**src/rtl/fifo_rd_pkg.sv**
```systemverilog
// Shared types and default widths for the FIFO stream reader.
// No logic; state encoding and parameter defaults only.
// Imported by fifo_stream_reader and stream_skid2.
package fifo_rd_pkg;

    localparam int DEF_DW    = 32;
    localparam int DEF_LEN_W = 16;

    typedef enum logic [1:0] {
        IDLE  = 2'd0,
        READ  = 2'd1,
        DRAIN = 2'd2
    } rd_state_t;

endpackage

```
**src/rtl/stream_skid2.sv**
```systemverilog
// Two-entry output buffer with a registered head word.
// Latency: a pushed word drives out_data/out_valid from the push edge onward.
// Backpressure: head holds while out_ready=0; the caller must not push when count=2 unless the head transfers.
module stream_skid2
    import fifo_rd_pkg::*;
#(
    parameter int DW = DEF_DW
) (
    input  logic          clk,
    input  logic          nrst,
    input  logic          push,
    input  logic [DW-1:0] push_data,
    output logic [1:0]    count,
    output logic          out_valid,
    output logic [DW-1:0] out_data,
    input  logic          out_ready
);

    logic [DW-1:0] tail;
    logic          xfer;

    assign xfer = out_valid && out_ready;

    always_ff @(posedge clk or negedge nrst) begin
        if (!nrst) begin
            count     <= 2'd0;
            out_valid <= 1'b0;
            out_data  <= '0;
            tail      <= '0;
        end else begin
            case (count)
                2'd0: begin
                    if (push) begin
                        out_data  <= push_data;
                        out_valid <= 1'b1;
                        count     <= 2'd1;
                    end
                end
                2'd1: begin
                    if (push && !xfer) begin
                        tail  <= push_data;
                        count <= 2'd2;
                    end else if (push && xfer) begin
                        out_data <= push_data;
                    end else if (xfer) begin
                        out_valid <= 1'b0;
                        count     <= 2'd0;
                    end
                end
                default: begin
                    // Head advances to the tail; a concurrent push refills the tail.
                    if (xfer) begin
                        out_data <= tail;
                        if (push) begin
                            tail <= push_data;
                        end else begin
                            count <= 2'd1;
                        end
                    end
                end
            endcase
        end
    end

endmodule

```
**src/rtl/fifo_stream_reader.sv**
```systemverilog
// Reads a burst of burst_len words from a FIFO into a valid/ready stream; optional stall counter under FIFO_READER_STALL_CNT_EN.
// Latency: a word popped at edge N is presented on out_data from edge N; one word per cycle when unstalled.
// Backpressure: pops stop while the 2-entry buffer is full or the FIFO is empty; out_data holds while out_ready=0.
module fifo_stream_reader
    import fifo_rd_pkg::*;
#(
    parameter int LEN_W = DEF_LEN_W,
    parameter int DW    = DEF_DW
) (
    input  logic             clk,
    input  logic             nrst,
    input  logic             start,
    input  logic [LEN_W-1:0] burst_len,
    output logic             busy,
    output logic             done,
    output logic             fifo_pop,
    input  logic             fifo_is_empty,
    input  logic [DW-1:0]    fifo_dat_out,
    output logic             out_valid,
    output logic [DW-1:0]    out_data,
    input  logic             out_ready
`ifdef FIFO_READER_STALL_CNT_EN
    ,
    output logic [31:0]      stall_cnt
`endif
);

    rd_state_t        state;
    logic [LEN_W-1:0] remaining;
    logic [1:0]       count;
    logic             last_xfer;

    assign fifo_pop  = (state == READ) && (remaining != '0) && !fifo_is_empty && (count < 2'd2);
    assign busy      = (state != IDLE);
    // Nothing is pushed in DRAIN, so a transfer with one word left empties the buffer.
    assign last_xfer = out_valid && out_ready && (count == 2'd1);

    always_ff @(posedge clk or negedge nrst) begin
        if (!nrst) begin
            state     <= IDLE;
            remaining <= '0;
            done      <= 1'b0;
        end else begin
            done <= 1'b0;
            case (state)
                IDLE: begin
                    if (start) begin
                        if (burst_len != '0) begin
                            remaining <= burst_len;
                            state     <= READ;
                        end else begin
                            done <= 1'b1;
                        end
                    end
                end
                READ: begin
                    if (fifo_pop) begin
                        remaining <= remaining - LEN_W'(1);
                        if (remaining == LEN_W'(1)) begin
                            state <= DRAIN;
                        end
                    end
                end
                DRAIN: begin
                    if ((count == 2'd0) || last_xfer) begin
                        state <= IDLE;
                        done  <= 1'b1;
                    end
                end
                default: state <= IDLE;
            endcase
        end
    end

`ifdef FIFO_READER_STALL_CNT_EN
    always_ff @(posedge clk or negedge nrst) begin
        if (!nrst) begin
            stall_cnt <= '0;
        end else if ((state == IDLE) && start) begin
            stall_cnt <= '0;
        end else if ((state == READ) && fifo_is_empty && (stall_cnt != '1)) begin
            stall_cnt <= stall_cnt + 32'd1;
        end
    end
`endif

    stream_skid2 #(
        .DW(DW)
    ) u_skid (
        .clk       (clk),
        .nrst      (nrst),
        .push      (fifo_pop),
        .push_data (fifo_dat_out),
        .count     (count),
        .out_valid (out_valid),
        .out_data  (out_data),
        .out_ready (out_ready)
    );

endmodule

```
**config.mk**
```make
export PLATFORM = sky130hd
export DESIGN_NAME = fifo_stream_reader
export DESIGN_NICKNAME = d
export VERILOG_FILES = /design/src/rtl/fifo_rd_pkg.sv /design/src/rtl/stream_skid2.sv /design/src/rtl/fifo_stream_reader.sv
export SDC_FILE = /design/constraint.sdc
export NUM_CORES = 1
export LEC_CHECK = 0
export ABC_AREA = 0
export CAP_MARGIN = 25
export CORE_MARGIN = 8
export CORE_UTILIZATION = 50
export CTS_CLUSTER_DIAMETER = 150
export DETAILED_ROUTE_END_ITERATION = 12
export GPL_ROUTABILITY_DRIVEN = 0
export PLACE_DENSITY = 0.75
export SYNTH_ARGS = -nofsm -noshare
export SYNTH_HDL_FRONTEND = slang
export SYNTH_SLANG_ARGS = --single-unit
```
**constraint.sdc**
```tcl
create_clock -name clk -period 2.4 [get_ports clk]
set_input_delay 0.48 -clock clk [delete_from_list [all_inputs] [get_ports clk]]
set_output_delay 0.48 -clock clk [all_outputs]
set_load 0.02 [all_outputs]
```
==> metrics.md <==
| Metric | Value |
|---|---|
| Outcome | finished clean |
| Die Area | 12100 µm² |
| Part of the power in registers | 0.371 |
| Layout Cells excl Fill | 577 |
| Chip width | 110 µm |
| WS Path Type | flop to flop |
| Nets | 520 |
| H-Tree Depth | 3 |
| Slew margin rel. | 0.290 |
| Port Buf Inserts | 88 |
| Worst reg2reg endpoint | u_skid.out_data[28]$_DFFE_PN0P_ |
| Synth Register Bits | 86 |
| First drt pass iteration count | 4 |
| Count of final setup violators | 0 |
| Ant. Diodes | 0 |
| First-pass GRT wire length | 17500 µm |
| Chip height | 110 µm |
| Antenna violations before repair | 0 |
| Peak supply drop | 700 µV |
| Final min period | 2.25 ns |
| Critical Path RT | 2.63 ns |
| Async SR Flop Fraction | 1.00 |
| Met2 wire length | 4740 µm |
| Hold Path Class | input pin to asynchronous set/reset pin |
| Vias in the first global route | 3533 |
| Final Cycle Share | 0.936 |
| Pint | 4710 µW |
| Post-synthesis sequential area ratio | 0.487 |
| RSZ-0062 raised after global routing | false |
| Post-synthesis cell type count | 50 |
| Fmax achieved | 0.445 GHz |
| Met1 WL | 4730 µm |
| DR top layer | met4 |
| Max Clock Skew | 0.00909 ns |
| Dpl cells | 561 |
| Slowest CP cell | dfrtp_1 |
| Post-synth EDFFs | 0 |
| Leak pwr | 0.00248 µW |
| Final Hold Fails | 0 |
| Startpoint Class | flop |
| CP Data Arrival Time | 2.48 ns |
| Setup TNS | 0 ns |
| Ports | 89 |
| Iteration-0 DRC Markers | 229 |
| Detail Placement HPWL | 7420 µm |
| Detailed-route wire length per cell | 18.2 µm |
| Filler Cell Count | 647 |
| Clk sinks | 86 |
| Layout cell share with drive strength beyond 1 | 0.313 |
| CP Max Fanout | 17 |
| Final worst slack | 0.154 ns |
| Post-Synthesis Cell Area | 4420 µm² |
| Worst-Skew Late Latency | 0.35 ns |
| NetSw | 2460 µW |
| Most frequent cells in the layout | dfrtp_1 (86), clkdlybuf4s50_1 (86), mux2_2 (66) |
| Crit path capture type | flop |
| Switching share of power | 0.343 |
| Overflow after GRT | 0 |
| Placed Instance Area | 5550 µm² |
| Post-Syn Nets | 415 |
| Cts bufs inserted | 9 |
| Layout area overhead | 31.0% |
| Clock power frac | 0.160 |
| CTS tree | built |
| Worst-path clk slew | 0.09 ns |
| Residual DRC | 0 |
| Aggregate global-route resource usage | 0.183 |
| PwrDens | 1240 nW/µm² |
| Core Area | 8640 µm² |
| Pins Over Slew Limit | 0 |
| Via Count | 3314 |
| Vias/cell | 5.74 |
| Worst Setup SP | remaining[1]$_DFFE_PN0P_ |
| Setup Buffers After CTS | 0 |
| Syn_area_per_cell | 12.3 µm² |
| Row count | 34 |
| Max-cap viol count | 0 |
| CTS root buffer | clkbuf_8 |
| CTS Buffer Depth | 2 |
| Yosys warns | 0 |
| Slowest Stage Delay on Critical Path | 0.42 ns |
| R2R cell count | 9 |
| WL final | 10500 µm |
| Worst Max-Slew Pin Slew | 1.06 ns |
| Top FF cell, synth | dfrtp_1 |
| Initial core utilization | 0.512 |
| Largest net degree at the start of global routing | 45 |
| Worst r2r src | remaining[1]$_DFFE_PN0P_ |
| Comb pwr share | 0.470 |
| Met3 wire len | 954 µm |
| CTS Hold Bufs | 0 |
| Final ANT Viol Nets | 0 |
| Worst R2R Setup Slack | 0.15 ns |
| Syn Inst Count | 359 |
| CP most frequent cell | buf_4 |
| Crit path cell chain | inv_1, ha_1, nor3b_2, nand4_2, buf_4, a21oi_2, nor2_4, buf_4, mux2_4 |
| Design area | 5790 µm² |
| Pre-CTS setup slack | -0.129 ns |
## cells in the mapped netlist, types with 2 or more instances
master	instances	share of area
nor4b_1	3	0.0059
a21oi_1	18	0.020
and2_1	5	0.0071
o211a_1	3	0.0068
ha_1	3	0.0085
nand2_1	14	0.012
o22ai_1	3	0.0042
clkbuf_1	9	0.0076
buf_4	4	0.0068
dfrtp_1	86	0.49
nand3_1	8	0.0091
buf_6	3	0.0076
a2bb2oi_1	2	0.0040
nand4_1	5	0.0071
o21ai_0	5	0.0057
and3_1	4	0.0057
o21a_1	2	0.0034
a211o_1	2	0.0040
mux2_4	30	0.10
nor3_1	6	0.0068
nand2b_1	6	0.0085
mux2_2	66	0.17
a31oi_1	4	0.0057
nor4_1	4	0.0057
and4_1	2	0.0040
o211ai_1	2	0.0034
o22a_1	4	0.0079
or4_1	2	0.0034
o32ai_1	2	0.0040
inv_1	12	0.010
nor2_1	20	0.017
a41oi_1	2	0.0040
## stage by stage
| step | hold slack, ns | total power [µW] | utilization |
|---|---|---|---|
| 6_report | 0.0717 | 7170 | 0.670 |
| 5_1_grt | 0.0981 | 7590 | 0.670 |
| 4_1_cts | 0.0679 | 7230 | 0.670 |
| 3_5_place_dp | 0.467 | 6030 | 0.642 |
| 3_3_place_gp | 0.458 | 5920 | 0.642 |
| 2_1_floorplan | 0.184 | 4820 | - |
## metal layers
| metal | global-route usage | vias to the layer above |
|---|---|---|
| met5 | 0 | - |
| li1 | - | 1529 |
| met3 | 0.0599 | 16 |
| met1 | 0.242 | 1636 |
| met4 | 0.0482 | 0 |
| met2 | 0.281 | 133 |
## state kept, by name, indices dropped and copies added (netlist names)
register,count
u_skid.tail,32
remaining,16
u_skid.count,2
u_skid.out_data,32
u_skid.out_valid,1
state,2
done,1
## area by class of cell
type | count | area (µm²) | share of cell area
flip-flops and latches | 86 | 2150 | 0.372
well taps | 108 | 135 | 0.0233
clock inverters | 7 | 101 | 0.0175
repair buffers | 111 | 1080 | 0.187
inverters | 12 | 45.0 | 0.00778
multi-input cells | 244 | 2150 | 0.371
clock buffers | 9 | 124 | 0.0214
## critical path: cells and delay by family (launching register included)
kind	cells	cell delay, ns
multiplexers	1	0.31
AND/OR/NAND/NOR	3	0.44
buffers and inverters	3	0.54
flip-flops	1	0.42
AO/OA/AOI/OAI	1	0.26
adder cells (fa/ha/maj)	1	0.16
## kinds of logic (layout without fill, tap and decap cells)
| group | Yosys count | count (layout) | share of synthesized area |
|---|---|---|---|
| fa+ha+maj | 3 | 3 | 0.00849 |
| compound gates | 57 | 57 | 0.0883 |
| buf+inv | 29 | 139 | 0.0334 |
| simple gates | 88 | 88 | 0.113 |
| flops | 86 | 86 | 0.487 |
| mux | 96 | 96 | 0.270 |
## power groups by stage
| stage | logic, µW | registers (µW) | clock network (µW) |
|---|---|---|---|
| 4_1_cts | 3410 | 2650 | 1170 |
| 3_5_place_dp | 3390 | 2630 | 0 |
| 5_1_grt | 3610 | 2750 | 1230 |
| 3_3_place_gp | 3300 | 2620 | 0 |
| 6_report | 3370 | 2660 | 1150 |
| 2_1_floorplan | 1930 | 2890 | 0 |
## timing repair
| item | in CTS | in global routing |
|---|---|---|
| hold endpoints to repair | 0 | 0 |
| gates resized for setup | 4 | 3 |
| setup endpoints to repair | 1 | 1 |
## worst max path at each step
| stage | slack [ns] | end | cells past startpoint |
|---|---|---|---|
| after floorplan | 0.46 | u_skid.tail[0]$_DFFE_PN0P_ | 7 |
| after global placement | -0.13 | remaining[8]$_DFFE_PN0P_ | 6 |
| after detailed placement | -0.13 | remaining[8]$_DFFE_PN0P_ | 6 |
| after CTS | 0.03 | fifo_pop | 7 |
| after global routing | 0.05 | u_skid.out_data[28]$_DFFE_PN0P_ | 9 |
| final | 0.15 | u_skid.out_data[28]$_DFFE_PN0P_ | 9 |
No activity file was read; power rests on OpenSTA's default activity.
